<file path="src/rtl/m65_bus_wait_gen_if.sv">
// CPU bus cycle interface between the CPU/speed-controller side and the wait-state generator.
// master: drives the cycle request, phi0, cpu_ready and ext_ack; slave: returns ready/ext request.
// Pure wiring bundle: no logic, no latency.
interface m65_bus_wait_gen_if;
  logic        bus_valid;
  logic [27:0] bus_addr;
  logic        bus_write;
  logic        phi0;
  logic        cpu_ready;
  logic        ext_ack;
  logic        bus_ready;
  logic        ext_req;
  logic        ext_write;
  logic        bus_timeout;

  modport master (
    output bus_valid, bus_addr, bus_write, phi0, cpu_ready, ext_ack,
    input  bus_ready, ext_req, ext_write, bus_timeout
  );

  modport slave (
    input  bus_valid, bus_addr, bus_write, phi0, cpu_ready, ext_ack,
    output bus_ready, ext_req, ext_write, bus_timeout
  );
endinterface

</file>
<file path="src/rtl/m65_bus_wait_gen.sv">
// Wait-state generator: decodes each bus cycle into FAST/IO/SLOW/EXT and drives bus_ready.
// Latency: FAST 0, IO IO_WAIT clks, SLOW next phi0 rise + SLOW_HOLD+1 clks, EXT until ext_ack.
// Backpressure: once ready, bus_ready stays high until cpu_ready; optional BUS_TIMEOUT_EN bounds ext_ack.
module m65_bus_wait_gen #(
  parameter int IO_WAIT        = 1,
  parameter int SLOW_HOLD      = 2,
  parameter int TIMEOUT_CYCLES = 255
) (
  input  logic                     clk,
  input  logic                     reset,
  m65_bus_wait_gen_if.slave        bus
);

  typedef enum logic [2:0] {
    S_IDLE, S_WAIT_CNT, S_WAIT_PHI, S_HOLD, S_WAIT_ACK, S_DONE
  } state_t;

  typedef enum logic [1:0] {R_FAST, R_IO, R_SLOW, R_EXT} region_t;

  // Counter loads saturate at the 4-bit counter range.
  localparam logic [3:0] IO_LOAD    = 4'((IO_WAIT > 16) ? 15 : ((IO_WAIT > 0) ? IO_WAIT - 1 : 0));
  localparam logic [3:0] HOLD_LOAD  = 4'((SLOW_HOLD > 15) ? 15 : SLOW_HOLD);
  localparam bit         IO_NO_WAIT = (IO_WAIT == 0);

  state_t      state_q, state_d;
  logic [3:0]  wcnt_q, wcnt_d;
  logic        ext_req_q, ext_req_d;
  logic        ext_write_q, ext_write_d;
  logic        phi0_q;
  logic        phi_rise;
  logic        accept;
  logic        bus_ready_c;
  region_t     region;

`ifdef BUS_TIMEOUT_EN
  localparam int         TO_CLAMP = (TIMEOUT_CYCLES > 255) ? 255 : ((TIMEOUT_CYCLES < 1) ? 1 : TIMEOUT_CYCLES);
  localparam logic [7:0] TO_LAST  = 8'(TO_CLAMP - 1);
  logic [7:0]  tcnt_q, tcnt_d;
  logic        timeout_q, timeout_d;
`endif

  assign phi_rise = bus.phi0 & ~phi0_q;

  // Address decode; IO is carved out of the EXT half of the map.
  always_comb begin
    region = R_FAST;
    if (bus.bus_addr[27:12] == 16'hFFD3)     region = R_IO;
    else if (bus.bus_addr[27:26] == 2'b01)   region = R_SLOW;
    else if (bus.bus_addr[27])               region = R_EXT;
  end

  // Next-state and bus_ready; a new cycle is decoded identically from IDLE and from DONE+cpu_ready.
  always_comb begin
    state_d     = state_q;
    wcnt_d      = wcnt_q;
    ext_req_d   = ext_req_q;
    ext_write_d = ext_write_q;
    bus_ready_c = 1'b0;
    accept      = 1'b0;
`ifdef BUS_TIMEOUT_EN
    tcnt_d      = tcnt_q;
    timeout_d   = timeout_q;
`endif
    case (state_q)
      S_IDLE: begin
        bus_ready_c = ~(bus.bus_valid & (region != R_FAST)) |
                      (IO_NO_WAIT & (region == R_IO));
        accept      = bus.bus_valid;
      end
      S_WAIT_CNT, S_HOLD: begin
        if (wcnt_q == 4'd0) state_d = S_DONE;
        else                wcnt_d  = wcnt_q - 4'd1;
      end
      S_WAIT_PHI: begin
        if (phi_rise) begin
          wcnt_d  = HOLD_LOAD;
          state_d = S_HOLD;
        end
      end
      S_WAIT_ACK: begin
        if (bus.ext_ack) begin
          ext_req_d = 1'b0;
          state_d   = S_DONE;
        end
`ifdef BUS_TIMEOUT_EN
        else if (tcnt_q == TO_LAST) begin
          ext_req_d = 1'b0;
          timeout_d = 1'b1;
          state_d   = S_DONE;
        end else begin
          tcnt_d = tcnt_q + 8'd1;
        end
`endif
      end
      S_DONE: begin
        bus_ready_c = 1'b1;
        if (bus.cpu_ready) begin
          state_d = S_IDLE;
          accept  = bus.bus_valid;
        end
      end
      default: state_d = S_IDLE;
    endcase

    if (accept) begin
      case (region)
        R_IO: begin
          if (!IO_NO_WAIT) begin
            wcnt_d  = IO_LOAD;
            state_d = S_WAIT_CNT;
          end else begin
            state_d = S_IDLE;
          end
        end
        R_SLOW: state_d = S_WAIT_PHI;
        R_EXT: begin
          ext_req_d   = 1'b1;
          ext_write_d = bus.bus_write;
          state_d     = S_WAIT_ACK;
`ifdef BUS_TIMEOUT_EN
          tcnt_d      = 8'd0;
`endif
        end
        default: state_d = S_IDLE;
      endcase
    end
  end

  // State and datapath registers with synchronous reset.
  always_ff @(posedge clk) begin
    if (reset) begin
      state_q     <= S_IDLE;
      wcnt_q      <= 4'd0;
      ext_req_q   <= 1'b0;
      ext_write_q <= 1'b0;
      phi0_q      <= 1'b0;
    end else begin
      state_q     <= state_d;
      wcnt_q      <= wcnt_d;
      ext_req_q   <= ext_req_d;
      ext_write_q <= ext_write_d;
      phi0_q      <= bus.phi0;
    end
  end

`ifdef BUS_TIMEOUT_EN
  // ext_ack watchdog counter and sticky timeout flag.
  always_ff @(posedge clk) begin
    if (reset) begin
      tcnt_q    <= 8'd0;
      timeout_q <= 1'b0;
    end else begin
      tcnt_q    <= tcnt_d;
      timeout_q <= timeout_d;
    end
  end
  assign bus.bus_timeout = timeout_q;
`else
  assign bus.bus_timeout = 1'b0;
`endif

  assign bus.bus_ready = bus_ready_c;
  assign bus.ext_req   = ext_req_q;
  assign bus.ext_write = ext_write_q;

endmodule

</file>
<file path="src/flat_wrapper.sv">
// flat-port wrapper written by rule: the top's interface ports become plain ports
module m65_bus_wait_gen_flat 
#(
  parameter int IO_WAIT        = 1,
  parameter int SLOW_HOLD      = 2,
  parameter int TIMEOUT_CYCLES = 255
)
  (clk, reset, bus_bus_valid, bus_bus_addr, bus_bus_write, bus_phi0, bus_cpu_ready, bus_ext_ack, bus_bus_ready, bus_ext_req, bus_ext_write, bus_bus_timeout);
  m65_bus_wait_gen_if bus_i ();
  input  logic clk;
  input  logic reset;
  input wire logic [$bits(bus_i.bus_valid)-1:0] bus_bus_valid;
  input wire logic [$bits(bus_i.bus_addr)-1:0] bus_bus_addr;
  input wire logic [$bits(bus_i.bus_write)-1:0] bus_bus_write;
  input wire logic [$bits(bus_i.phi0)-1:0] bus_phi0;
  input wire logic [$bits(bus_i.cpu_ready)-1:0] bus_cpu_ready;
  input wire logic [$bits(bus_i.ext_ack)-1:0] bus_ext_ack;
  output wire logic [$bits(bus_i.bus_ready)-1:0] bus_bus_ready;
  output wire logic [$bits(bus_i.ext_req)-1:0] bus_ext_req;
  output wire logic [$bits(bus_i.ext_write)-1:0] bus_ext_write;
  output wire logic [$bits(bus_i.bus_timeout)-1:0] bus_bus_timeout;
  assign bus_i.bus_valid = bus_bus_valid;
  assign bus_i.bus_addr = bus_bus_addr;
  assign bus_i.bus_write = bus_bus_write;
  assign bus_i.phi0 = bus_phi0;
  assign bus_i.cpu_ready = bus_cpu_ready;
  assign bus_i.ext_ack = bus_ext_ack;
  assign bus_bus_ready = bus_i.bus_ready;
  assign bus_ext_req = bus_i.ext_req;
  assign bus_ext_write = bus_i.ext_write;
  assign bus_bus_timeout = bus_i.bus_timeout;
  m65_bus_wait_gen #(.IO_WAIT(IO_WAIT), .SLOW_HOLD(SLOW_HOLD), .TIMEOUT_CYCLES(TIMEOUT_CYCLES)) u_core (.clk(clk), .reset(reset), .bus(bus_i));
endmodule
</file>
<file path="config.mk">
export PLATFORM = sky130hd
export DESIGN_NAME = m65_bus_wait_gen_flat
export DESIGN_NICKNAME = d
export VERILOG_FILES = /design/src/rtl/m65_bus_wait_gen_if.sv /design/src/rtl/m65_bus_wait_gen.sv /design/src/flat_wrapper.sv
export SDC_FILE = /design/constraint.sdc
export NUM_CORES = 1
export LEC_CHECK = 0
export ABC_AREA = 1
export ABC_CLOCK_PERIOD_IN_PS = 1700
export BUFFER_PORTS_ARGS = -buffer_cell sky130_fd_sc_hd__buf_2
export CAP_MARGIN = 20
export CORE_MARGIN = 4
export CORE_UTILIZATION = 39
export CTS_BUF_LIST = sky130_fd_sc_hd__clkbuf_8
export DETAILED_ROUTE_END_ITERATION = 6
export PLACE_DENSITY = 0.69
export SLEW_MARGIN = 20
export SYNTH_ARGS = -nofsm -noshare
export SYNTH_HDL_FRONTEND = slang
export SYNTH_SLANG_ARGS = --single-unit
</file>
<file path="constraint.sdc">
create_clock -name clk -period 1.7 [get_ports clk]
set_input_delay 0.085 -clock clk [delete_from_list [all_inputs] [get_ports clk]]
set_output_delay 0.085 -clock clk [all_outputs]
set_load 0.005 [all_outputs]
</file>
==> impl_results.md <==
* Status: complete, no violations
* Iter 0 DRT Violations at 17
* Unique masters post-synth at 22
* DRT Pass-1 Iters at 4
* Worst Skew at 0.001420 ns
* Post-CTS resize count at 0
* Htree depth at 1
* Synth Instances at 147
* Clk sinks at 10
* Finished Layout Cells at 202
* Worst Setup SP: u_core.state_q[1]
* Global-route wire length before repair at 3146 um
* Rows at 16
* Mapped Nets at 183
* Layout area overhead at 25.35%
* Port bufs at 25
* Die Ht at 53.70 um
* Synth top area share at 24.58%
* Period utilisation layout at 76.78%
* Leakage at 0.5818 nW
* Vias in the first global route at 811
* Crit path time final at 1.305 ns
* CP required at 1.83 ns
* Initial Utilization at 41.10%
* Placer congestion estimate at 0.8236
* DP Worst Slack at 0.4105 ns
* Power Density at 1054 mW/mm^2
* Via count at 898
* Antenna violations before repair at 0
* Largest net degree at the start of global routing at 8
* FMAX at 766.2 MHz
* Die W at 53.70 um
* Worst hold-check path type: in2reg
* GRT overflow at 0
* Synthesized area per cell at 5.541 um^2
* Final net count at 212
* M3 GR Usage at 4.155%
* Slew Limit Fails at 0
* Final WL at 1784 um
* CP startpoint kind: flip-flop
* Placed insts at 198
* Routed WL per cell at 8.832 um
* # diodes at 0
* Core area at 0.001982 mm^2
* Num ports at 39
* DRT antenna net count at 0
* GRT met1 Usage at 18.30%
* Synth Cell Area at 814.5 um^2
* Sequential cell area fraction in the yosys report at 24.58%
* Share of cells above drive strength 1 at 23.43%
* PnR worst setup slack at 0.3948 ns
* CTS tree: built
* Global routing's busiest layer: met2
* Detailed Place HPWL at 1506 um
* Power Total at 1.077 mW
* Die area at 0.002884 mm^2
* Yosys reg bits at 10
* Max-Cap Viols at 0
* Area leader, netlist: dfxtp_1
* CTS Buf Count at 3
* Via-to-Cell Ratio at 4.446
* Arrival time worst endpoint at 1.44 ns
* GRT Util Overall at 14.93%
* Post-CTS Setup Bufs at 0
* Peak supply drop at 0.0006391 V
* Clock tree buffer depth at 2
* Root Buffer: clkbuf_8
* Reg2reg start: u_core.state_q[1]
* Critical path class: reg2reg
* RSZ-0062 raised after global routing: no
* Hold path start: reset
* DRC violations left at 0
* Placed cell areas at 965.9 um^2
* Ys Warns at 0
* # hold bufs at CTS at 0
* Worst setup EP type: flip-flop
* Grt met2 use at 24.80%
* Crit-path max FO at 6
* Clk Latency, worst-skew pair at 0.24 ns
* Clock Pin Slew Worst Setup and Hold Paths at 0.05 ns
* Synth top area cells: dfxtp_1 (25%), nor2_1 (17%), nand2_1 (14%)
* Hold Vio Cnt, Final at 0
* Post-route cell area at 0.001021 mm^2
* Setup TNS at 0 ns
* Final setup viols at 0
cells by family after synthesis:
logic type / after synthesis / synth area share (%)
simple gates: 92 / 49.46
fa+ha+maj: 1 / 1.536
buf+inv: 28 / 13.36
compound gates: 14 / 9.523
other cells: 1 / 0.4604
flops: 10 / 24.58
xor+xnor: 1 / 1.075
worst max-delay path: stages (launching register included):
cell      delay [ns]
dfxtp_1         0.37
nor2_1          0.22
nand3_1         0.14
a21boi_0        0.26
nand3_1         0.10
nand2_1         0.08
nor2_1          0.04
power by group:
group / internal [mW] / switching [mW]
Sequential: 0.274 / 0.0473
Clock: 0.204 / 0.0946
Combinational: 0.177 / 0.280
Total: 0.655 / 0.422
state kept, by name, summed over array words and instances, names as in the netlist:
| name | flops |
|---|---|
| u_core.wcnt_q | 4 |
| u_core.bus.ext_write | 1 |
| u_core.phi0_q | 1 |
| u_core.state_q | 3 |
| u_core.bus.ext_req | 1 |
metrics by stage:
step / utilization, % / hold slack [ns]
finish: 51.52 / 0.04327
global route: 51.52 / 0.05492
CTS: 51.52 / 0.04080
detailed placement: 48.74 / 0.2943
global placement: 48.74 / 0.2950
floorplan: - / 0.1541
worst paths after layout:
path                               end  slack, ns  cells past startpoint
setup reg to reg  u_core.bus.ext_write       0.39                      6
hold reg to reg   u_core.bus.ext_write       0.49                      2
setup / recovery  u_core.bus.ext_write       0.39                      6
hold / removal       u_core.state_q[1]       0.04                      2
synth_stat cells:
cell       n
nor2_1    36
nand2_1   31
inv_1     24
nand3_1   14
dfxtp_1   10
a21oi_1    5
nand2_2    4
o21ai_0    4
inv_2      3
a21boi_0   2
nor2_2     2
o21ai_1    2
buf_4      1
conb_1     1
ha_1       1
nand3_2    1
nand3b_1   1
nor2_4     1
nor3_1     1
nor3_2     1
o21a_1     1
xor2_1     1
cell usage in the layout (no fill, tap or decap), drive strengths merged, types with 2 or more instances in the layout:
master,count
nor2,39
nand2,35
inv,27
buf,25
nand3,15
dfxtp,10
o21ai,6
a21oi,5
clkbuf,4
a21boi,2
nor3,2
layout make-up:
class / count / area (um^2)
fill: 215 / 960.9
sequential: 10 / 200.2
timing repair buffer: 25 / 125.1
tap: 27 / 33.78
inverter: 27 / 101.3
multi-input combinational: 109 / 505.5
clock buffer: 4 / 55.05
layer usage:
metal	vias up	share of wire, %
met5	-	0
met4	0	1.9
met3	5	5.1
met2	20	45
met1	373	48
li1	500	-
Note: power is estimated with default switching activity, not from simulation.
